--- src/rtl/bus_arbiter_pkg.sv ---
// bus_arbiter_pkg: shared FSM state codes, port indices and latched-transfer type for bus_arbiter
package bus_arbiter_pkg;
  localparam logic [1:0] ST_IDLE   = 2'd0;
  localparam logic [1:0] ST_ACCESS = 2'd1;
  localparam logic [1:0] ST_RESP   = 2'd2;
  localparam logic PORT_CPU = 1'b0;
  localparam logic PORT_LDR = 1'b1;
  typedef struct packed {
    logic        wen;
    logic [31:0] addr;
    logic [31:0] wdata;
  } xfer_t;
endpackage

--- src/rtl/rr_arbiter2.sv ---
// rr_arbiter2: combinational two-port winner select (lock priority, single requester, round robin)
// ports: req0/req1 requests, lock = m1_lock, last_gnt = previous winner, lock_cnt = locked m1 streak, gnt = winner index
module rr_arbiter2
  import bus_arbiter_pkg::*;
#(
  parameter int MAX_LOCK = 4,
  parameter int CW = $clog2(MAX_LOCK + 1)
) (
  input  logic          req0,
  input  logic          req1,
  input  logic          lock,
  input  logic          last_gnt,
  input  logic [CW-1:0] lock_cnt,
  output logic          gnt
);
  // once the locked streak saturates, a tie falls to round robin, which hands the bus to m0
  always_comb gnt = (lock && req1 && lock_cnt < CW'(MAX_LOCK)) ? PORT_LDR :
                    (req0 && req1) ? ~last_gnt : req1;
endmodule

--- src/rtl/bus_arbiter.sv ---
// bus_arbiter: two-master (CPU m0, loader m1) single-transaction arbiter onto a bridge bus, 3 cycles per transfer
// ports: cpu_clk/cpu_rst; m0_*/m1_* master req/wen/addr/wdata in, ack/rdata out; m1_lock priority request;
//        Bus_addr/Bus_wen/Bus_wdata to bridge, Bus_rdata from bridge; busy high outside IDLE
module bus_arbiter
  import bus_arbiter_pkg::*;
#(
  parameter int MAX_LOCK = 4
) (
  input  logic        cpu_clk,
  input  logic        cpu_rst,
  input  logic        m0_req,
  input  logic        m0_wen,
  input  logic [31:0] m0_addr,
  input  logic [31:0] m0_wdata,
  output logic        m0_ack,
  output logic [31:0] m0_rdata,
  input  logic        m1_req,
  input  logic        m1_wen,
  input  logic [31:0] m1_addr,
  input  logic [31:0] m1_wdata,
  output logic        m1_ack,
  output logic [31:0] m1_rdata,
  input  logic        m1_lock,
  output logic [31:0] Bus_addr,
  output logic        Bus_wen,
  output logic [31:0] Bus_wdata,
  input  logic [31:0] Bus_rdata,
  output logic        busy
);
  localparam int CW = $clog2(MAX_LOCK + 1);
  logic [1:0] state;
  logic gnt, win, any_req;
  logic [CW-1:0] lock_cnt;
  xfer_t xfer;
  assign any_req = m0_req | m1_req;
  // gnt doubles as last_gnt: it only changes on a grant, and its reset value makes m0 win the first tie
  rr_arbiter2 #(.MAX_LOCK(MAX_LOCK)) u_arb (
    .req0(m0_req),
    .req1(m1_req),
    .lock(m1_lock),
    .last_gnt(gnt),
    .lock_cnt(lock_cnt),
    .gnt(win)
  );
  always_ff @(posedge cpu_clk) begin
    if (cpu_rst) begin
      state    <= ST_IDLE;
      gnt      <= PORT_LDR;
      lock_cnt <= '0;
      xfer     <= '0;
      m0_rdata <= '0;
      m1_rdata <= '0;
    end else if (state == ST_IDLE) begin
      if (any_req) begin
        state <= ST_ACCESS;
        gnt   <= win;
        xfer  <= win ? '{m1_wen, m1_addr, m1_wdata} : '{m0_wen, m0_addr, m0_wdata};
      end
      if (!m1_lock || (any_req && win == PORT_CPU)) lock_cnt <= '0;
      else if (any_req && lock_cnt != CW'(MAX_LOCK)) lock_cnt <= lock_cnt + 1'b1;
    end else if (state == ST_ACCESS) begin
      state <= ST_RESP;
    end else begin
      state <= ST_IDLE;
      if (state == ST_RESP && gnt == PORT_LDR) m1_rdata <= Bus_rdata;
      if (state == ST_RESP && gnt == PORT_CPU) m0_rdata <= Bus_rdata;
    end
  end
  always_comb begin
    busy      = state != ST_IDLE;
    Bus_addr  = xfer.addr;
    Bus_wdata = xfer.wdata;
    Bus_wen   = state == ST_ACCESS && xfer.wen;
    m0_ack    = state == ST_RESP && gnt == PORT_CPU;
    m1_ack    = state == ST_RESP && gnt == PORT_LDR;
  end
endmodule

--- config.mk ---
export PLATFORM = sky130hd
export DESIGN_NAME = bus_arbiter
export DESIGN_NICKNAME = d
export VERILOG_FILES = /design/src/rtl/bus_arbiter_pkg.sv /design/src/rtl/rr_arbiter2.sv /design/src/rtl/bus_arbiter.sv
export SDC_FILE = /design/constraint.sdc
export NUM_CORES = 1
export LEC_CHECK = 0
export ABC_AREA = 1
export CAP_MARGIN = 20
export CELL_PAD_IN_SITES_DETAIL_PLACEMENT = 1
export CELL_PAD_IN_SITES_GLOBAL_PLACEMENT = 1
export CORE_UTILIZATION = 27
export DETAILED_ROUTE_END_ITERATION = 12
export MAX_ROUTING_LAYER = met4
export PLACE_DENSITY = 0.84
export SYNTH_ARGS = -nofsm -noshare
export SYNTH_HDL_FRONTEND = slang
export SYNTH_SLANG_ARGS = --single-unit
--- constraint.sdc ---
create_clock -name cpu_clk -period 1.1 [get_ports cpu_clk]
set_input_delay 0.11 -clock cpu_clk [delete_from_list [all_inputs] [get_ports cpu_clk]]
set_output_delay 0.11 -clock cpu_clk [all_outputs]
set_load 0.005 [all_outputs]
==> impl_metrics.csv, run 1 <==
group,metric,value,unit
run_status,violations,"setup timing",
global_routing,grt_use_total,21.8,%
finish,drive_above_1_share,61.5,%
sta,slew_viol_final,0,
finish,syn_to_final_growth,86.8,%
worst_hold_path,hp-start,"Bus_rdata[7]",
detailed_routing,vias,7080,
job,cap_violations,0,
finish,stdcell_count,1500,
sta,rsz0062_at_grt,"true",
die,die_width,161,um
yosys,synth_edf_count,0,
setup_path,cp_common_cell,"buf_12",
yosys,yosysUniqueCellTypes,24,
yosys,syn-cell-area,6840,sq um
setup_path,cp-end-kind,"flip-flop",
run_status,status,"complete, but fails checks",
detailed_routing,first_pass_iters,4,
worst_hold_path,worstHoldPathType,"in -> reg",
finish,nets,1331,
worst_hold_path,holdPathEnd,"m1_rdata[7]$_SDFFE_PP0P_",
detailed_routing,route.detailed.drc,0,
placement,post-place-ws,-0.736,ns
setup_path,cpLargestDelayFamily,"buffers and inverters",
sta,whs,0.325,ns
sta,fmax,673,MHz
detailed_routing,wire_per_inst,20.3,um
setup_path,cpMaxStageDelayCell,"dfxtp_4",
clock_tree,cts_inserted_buffers,17,
global_routing,grt_overflow_total,0,
yosys,post_synth.cell_area_avg,8.35,sq um
sta,setup-violations-final,137,
setup_path,reg2reg_from,"gnt$_SDFFE_PP1P_",
power_and_ir_drop,p_leak,5.73,nW
finish,fill_cells,2646,
finish,fin_util,51.9,%
placement,dp.cells,1362,
global_routing,grt_first_pass_wirelength,42000,um
clock_tree,clock_latency,0.42,ns
setup_path,critPathLaunchType,"flip-flop",
setup_path,setup.worst_path.start,"gnt$_SDFFE_PP1P_",
yosys,yosysTopAreaCellShare,39.5,%
die,fp-row-count,57,
sta,post-route-min-period,1.49,ns
detailed_routing,detail_route.wirelength,30400,um
setup_path,path_cells,"buf_12, nor3_4, buf_12, buf_12, buf_12, o21ai_0, nor2_1",
clock_tree,ctsHoldBuffers,0,
sta,fin_setup_tns,-34.30,ns
clock_tree,root_buffer,"clkbuf_16",
clock_tree,cts_tree,"built",
sta,setup_ws,-0.387,ns
die,io_pins,299,
die,die_y,161,um
sta,tightest_slew,0.343,ns
yosys,synthCells,819,
detailed_routing,avgViaCountPerCell,4.72,
global_routing,grt_max_degree,42,
yosys,synth_flop_cell,"dfxtp_1",
die,start_util,27.8,%
setup_path,crit_fanout,16,
setup_path,r2r_slack,-0.39,ns
yosys,synth_area_leaders,"dfxtp_1 (40%), o211ai_2 (12%), nand2_1 (9.0%)",
clock_tree,numClockSinks,135,
global_routing,antenna_found_initial,1,
setup_path,crit_arrival,1.82,ns
placement,place_congestion,0.794,
sta,relSlewSlack,77.1,%
clock_tree,path_clk_slew,0.07,ns
clock_tree,clk_path_buf_depth,2,
yosys,yosysWarningCount,0,
yosys,syn_nets,988,
yosys,synthMostInstantiatedCell,"nand2_1",
yosys,synth_seq_area_share,39.5,%
setup_path,slowest_delay,0.36,ns
worst_hold_path,hold_path_depth,3,
detailed_routing,drt_iter0_drc,298,
yosys,synth_common_cells,"nand2_1 (164), dfxtp_1 (135), buf_4 (69)",
die,core_area,24600,sq um
sta,finClkSkew,0.0109,ns
die,dieArea,26000,sq um
placement,hpwl,16600,um
setup_path,cp.required,1.43,ns
setup_path,worstRegToRegCells,7,
clock_tree,htree_levels,4,
detailed_routing,ant_nets,0,
sta,finalHoldViolCount,0,
setup_path,critical_path_class,"reg -> reg",
setup_path,rr_endpoint,"m0_rdata[22]$_SDFFE_PP0P_",
yosys,synthArstFlopShare,0,%
yosys,yosys.area.top_type,"dfxtp_1",
power_and_ir_drop,vdd_drop_max,814,uV
setup_path,crit_buf_inv,4,
placement,io_buffers,298,
sta,fin_crit_sh,135,%
global_routing,grt_pass1_vias,7497,
yosys,ys_ff_latch,135,
power_and_ir_drop,power_density,1290,nW/um^2
-- power breakdown --
| group | leakage (nW) | switching, mW | total, mW | internal [mW] |
|---|---|---|---|---|
| registers | 1.15 | 0.231 | 5.55 | 5.32 |
| logic | 4.29 | 2.27 | 4.96 | 2.69 |
| clock network | 0.286 | 2.57 | 6.01 | 3.44 |
| total | 5.73 | 5.08 | 16.5 | 11.5 |
-- how the worst max path moves through the flow --
stage / end / slack (ns) / cells after the start
6_report: m0_rdata[22]$_SDFFE_PP0P_ / -0.39 / 7
5_1_grt: m0_rdata[22]$_SDFFE_PP0P_ / -0.43 / 7
4_1_cts: m0_ack / -0.36 / 4
3_5_place_dp: Bus_addr[31]$_SDFFE_PP0P_ / -0.74 / 8
3_3_place_gp: Bus_addr[31]$_SDFFE_PP0P_ / -0.70 / 8
2_1_floorplan: Bus_addr[28]$_SDFFE_PP0P_ / -0.10 / 8
-- registers in the layout (all words and copies together), names as in the netlist --
name	flops
gnt	1
xfer	1
Bus_addr	32
m0_rdata	32
m1_rdata	32
lock_cnt	3
state	2
Bus_wdata	32
-- worst register-to-register path: cells and delay by family (launching register included) --
family	cells	cell delay (ns)
flip-flops	1	0.36
AND/OR/NAND/NOR	2	0.38
AO/OA/AOI/OAI	1	0.09
buffers and inverters	4	0.58
-- final cells by class --
cell class              instances  area (sq um)  area share [%]
repair buffers                442          4690            36.7
well taps                     324           405            3.17
multi-input cells             489          3880            30.3
inverters                      77           335            2.62
clock inverters                15           181            1.42
clock buffers                  17           425            3.33
flip-flops and latches        135          2860            22.4
diodes                          1          2.50          0.0196
-- layer usage --
metal | vias up | part of all wire [%] | GRT usage, %
li1 | 3268 | - | -
met1 | 3495 | 37 | 22.3
met2 | 265 | 54 | 40.0
met3 | 52 | 5.7 | 5.52
met4 | 0 | 3.2 | 7.63
met5 | - | 0 | -
-- cells by family (layout without fill, tap and decap cells) --
kind of cell / count (synthesis) / after routing / synth area share, %
adders and majority gates: 2 / 2 / 0.366
buffers and inverters: 195 / 551 / 17.5
DFF: 135 / 135 / 39.5
other: 0 / 1 / 0
and+or+nand+nor: 354 / 354 / 25.8
AOI/OAI and AO/OA: 133 / 133 / 16.9
-- stage by stage --
step                instance area (sq um)  power, mW
floorplan                            6920       7.59
global placement                     9800       8.89
detailed placement                   9800       8.99
CTS                                 12000       16.2
global route                        12800       17.2
finish                              12800       16.5
-- what timing repair did --
item	in CTS	in global routing
hold endpoints to repair	0	0
resized for setup	596	275
pin swaps	32	26
setup buffers	52	37
cloned	18	8
endpoints found under the setup margin	265	221
-- placed cells by master (no fill, tap or decap), drive strengths merged --
cell type / instances
clkdlybuf4s50: 165
or2: 1
o21ai: 33
clkdlybuf4s15: 52
clkbuf: 48
nand4: 1
buf: 193
inv: 85
dfxtp: 135
bufinv: 2
dlygate4sd2: 1
clkinv: 1
nand2: 206
nand3: 74
o211ai: 65
a21oi: 35
clkinvlp: 4
nor3: 2
nor2: 69
ha: 2
and3: 1
diode: 1
No activity file was read; power rests on OpenSTA's default activity.
==> inputs of run 2 (changes only) <==
Settings changed: GPL_ROUTABILITY_DRIVEN from default to 0.
==> results of run 2 <==
Final layout, timing and power as in run 1 (identical DEF).
==> inputs of run 3 (changes only) <==
Settings changed: CORE_UTILIZATION 27 to 41, DONT_BUFFER_PORTS from default to 1, REMOVE_ABC_BUFFERS from default to 1, SLEW_MARGIN from default to 30.
==> run 3 against run 2 <==
Against the previous run:
- the flow still finishes with violations (setup timing)
- global-route usage up 16 points
- die area down 34%
- clock power up 3%
- combinational power down 15%
- critical path depth up 3
- sequential share of layout area up 2.3 points
- total power down 2.2%
- sequential cell count unchanged
- critical path type unchanged
- largest cell class is now multi-input gates
- largest power group unchanged
- highest routed layer unchanged
==> impl_metrics.csv, run 3 (synthesis results as in run 1) <==
group,metric,value,unit
run_status,status,"complete, but fails checks",
run_status,violations,"setup timing",
detailed_routing,wire_per_inst,32.8,um
clock_tree,clock_latency,0.43,ns
detailed_routing,first_pass_iters,7,
finish,fill_cells,1638,
power_and_ir_drop,p_int,10.7,mW
sta,rsz0062_at_grt,"true",
clock_tree,clk_path_buf_depth,2,
power_and_ir_drop,swShare,34.1,%
global_routing,antenna_found_initial,7,
die,core_area,16100,sq um
power_and_ir_drop,clkPwrFrac,38.2,%
job,cap_violations,0,
sta,tightest_slew,0.411,ns
power_and_ir_drop,pwr-share-comb,26.0,%
finish,final_common_cell,"dlygate4sd3_1",
setup_path,cp.required,1.38,ns
sta,fin_crit_sh,152,%
die,die_width,131,um
clock_tree,htree_levels,4,
sta,post-route-min-period,1.67,ns
detailed_routing,ant_nets,0,
setup_path,critPathLaunchType,"flip-flop",
power_and_ir_drop,p_leak,4.85,nW
power_and_ir_drop,seqPwrFrac,35.8,%
setup_path,crit_fanout,8,
clock_tree,root_buffer,"clkbuf_16",
placement,io_buffers,0,
clock_tree,numClockSinks,135,
sta,whs,0.108,ns
global_routing,grt_pass1_vias,7795,
setup_path,critical_path_class,"reg -> reg",
die,io_pins,299,
sta,fmax,597,MHz
setup_path,cp-end-kind,"flip-flop",
worst_hold_path,worstHoldPathType,"in -> reg",
clock_tree,cts_inserted_buffers,17,
global_routing,grt_use_total,38.2,%
sta,finClkSkew,0.0167,ns
global_routing,grt_overflow_total,0,
finish,drive_above_1_share,47.3,%
detailed_routing,detail_route.wirelength,39900,um
placement,post-place-ws,-0.293,ns
die,dieArea,17200,sq um
clock_tree,cts_tree,"built",
finish,nets,1138,
power_and_ir_drop,vdd_drop_max,1300,uV
detailed_routing,route.detailed.drc,0,
placement,hpwl,13400,um
die,die_y,131,um
clock_tree,path_clk_slew,0.07,ns
finish,multi_input_area,4090,sq um
sta,finalHoldViolCount,0,
finish,syn_to_final_growth,60.7,%
die,fp-row-count,46,
sta,setup-violations-final,137,
global_routing,grt_first_pass_wirelength,48200,um
die,start_util,42.6,%
sta,slew_viol_final,0,
detailed_routing,vias,7383,
setup_path,crit_arrival,1.95,ns
global_routing,grt_max_degree,54,
sta,relSlewSlack,72.6,%
detailed_routing,drt_iter0_drc,483,
detailed_routing,avgViaCountPerCell,6.08,
sta,setup_ws,-0.574,ns
finish,final_cell_mix,"dlygate4sd3_1 (164), dfxtp_1 (131), nand2_1 (87)",
finish,seq_area,2710,sq um
power_and_ir_drop,switchingPower,5.51,mW
power_and_ir_drop,power_density,1470,nW/um^2
## run 3: per-stage QoR
stage	cell area [sq um]	cells	utilization, %	setup TNS, ns	total power, mW
finish	11000	1214	68.4	-46.37	16.2
global route	11000	1214	68.4	-50.98	16.4
CTS	10200	1195	63.8	-34.66	15.0
detailed placement	6700	959	41.7	-22.09	7.69
global placement	6700	959	41.7	-16.21	7.59
floorplan	5930	701	-	-160.06	6.95
## run 3: routing by layer
metal / up-vias / share of wire [%] / GRT usage [%]
met5: - / 0 / -
met4: 0 / 9.6 / 27.1
met3: 308 / 10 / 12.5
met2: 627 / 48 / 65.3
met1: 3544 / 33 / 36.3
li1: 2904 / - / -
## run 3: path summary, 6_finish.rpt
| path | startpoint | to | slack, ns | cells after the start |
|---|---|---|---|---|
| min | cpu_rst | m0_rdata[23]$_SDFFE_PP0P_ | 0.11 | 4 |
| min reg2reg | m1_rdata[12]$_SDFFE_PP0P_ | m1_rdata[12]$_SDFFE_PP0P_ | 0.50 | 2 |
| max reg2reg | gnt$_SDFFE_PP1P_ | Bus_wdata[20]$_SDFFE_PP0P_ | -0.57 | 10 |
| max | gnt$_SDFFE_PP1P_ | Bus_wdata[20]$_SDFFE_PP0P_ | -0.57 | 10 |
## run 3: cell type report
type                            count  share of cell area, %
Inverter                           77                   2.88
Sequential cell                   135                   24.7
Clock buffer                       18                   3.91
Timing Repair Buffer              248                   26.7
Multi-Input combinational cell    489                   37.2
Timing Repair inverter              1                  0.148
Clock inverter                     14                   1.59
Tap cell                          216                   2.46
Antenna cell                       16                  0.364
## run 3: worst max-delay path, stage by stage (launching register included)
cell	delay (ns)
dfxtp_2	0.34
buf_6	0.12
nand3_4	0.06
nand2_4	0.07
nand2_8	0.17
clkinv_8	0.12
buf_12	0.17
nand2_4	0.07
nand3_2	0.09
o211ai_2	0.15
inv_1	0.16
## run 3: repair_timing
item,in CTS,in global routing
buffers inserted,23,12
setup endpoints to repair,137,137
hold buffers,165,0
pin swaps,23,57
hold endpoints to repair,135,0
cloned,17,3
resized for setup,173,207
## run 3: power by group through the flow
| stage | registers [mW] | clock network, mW | logic [mW] |
|---|---|---|---|
| after detailed placement | 5.75 | 0 | 1.94 |
| after CTS | 5.65 | 6.01 | 3.31 |
| final | 5.78 | 6.18 | 4.20 |
| after global placement | 5.74 | 0 | 1.85 |
| after global routing | 5.79 | 6.38 | 4.28 |
| after floorplan | 5.63 | 0 | 1.33 |
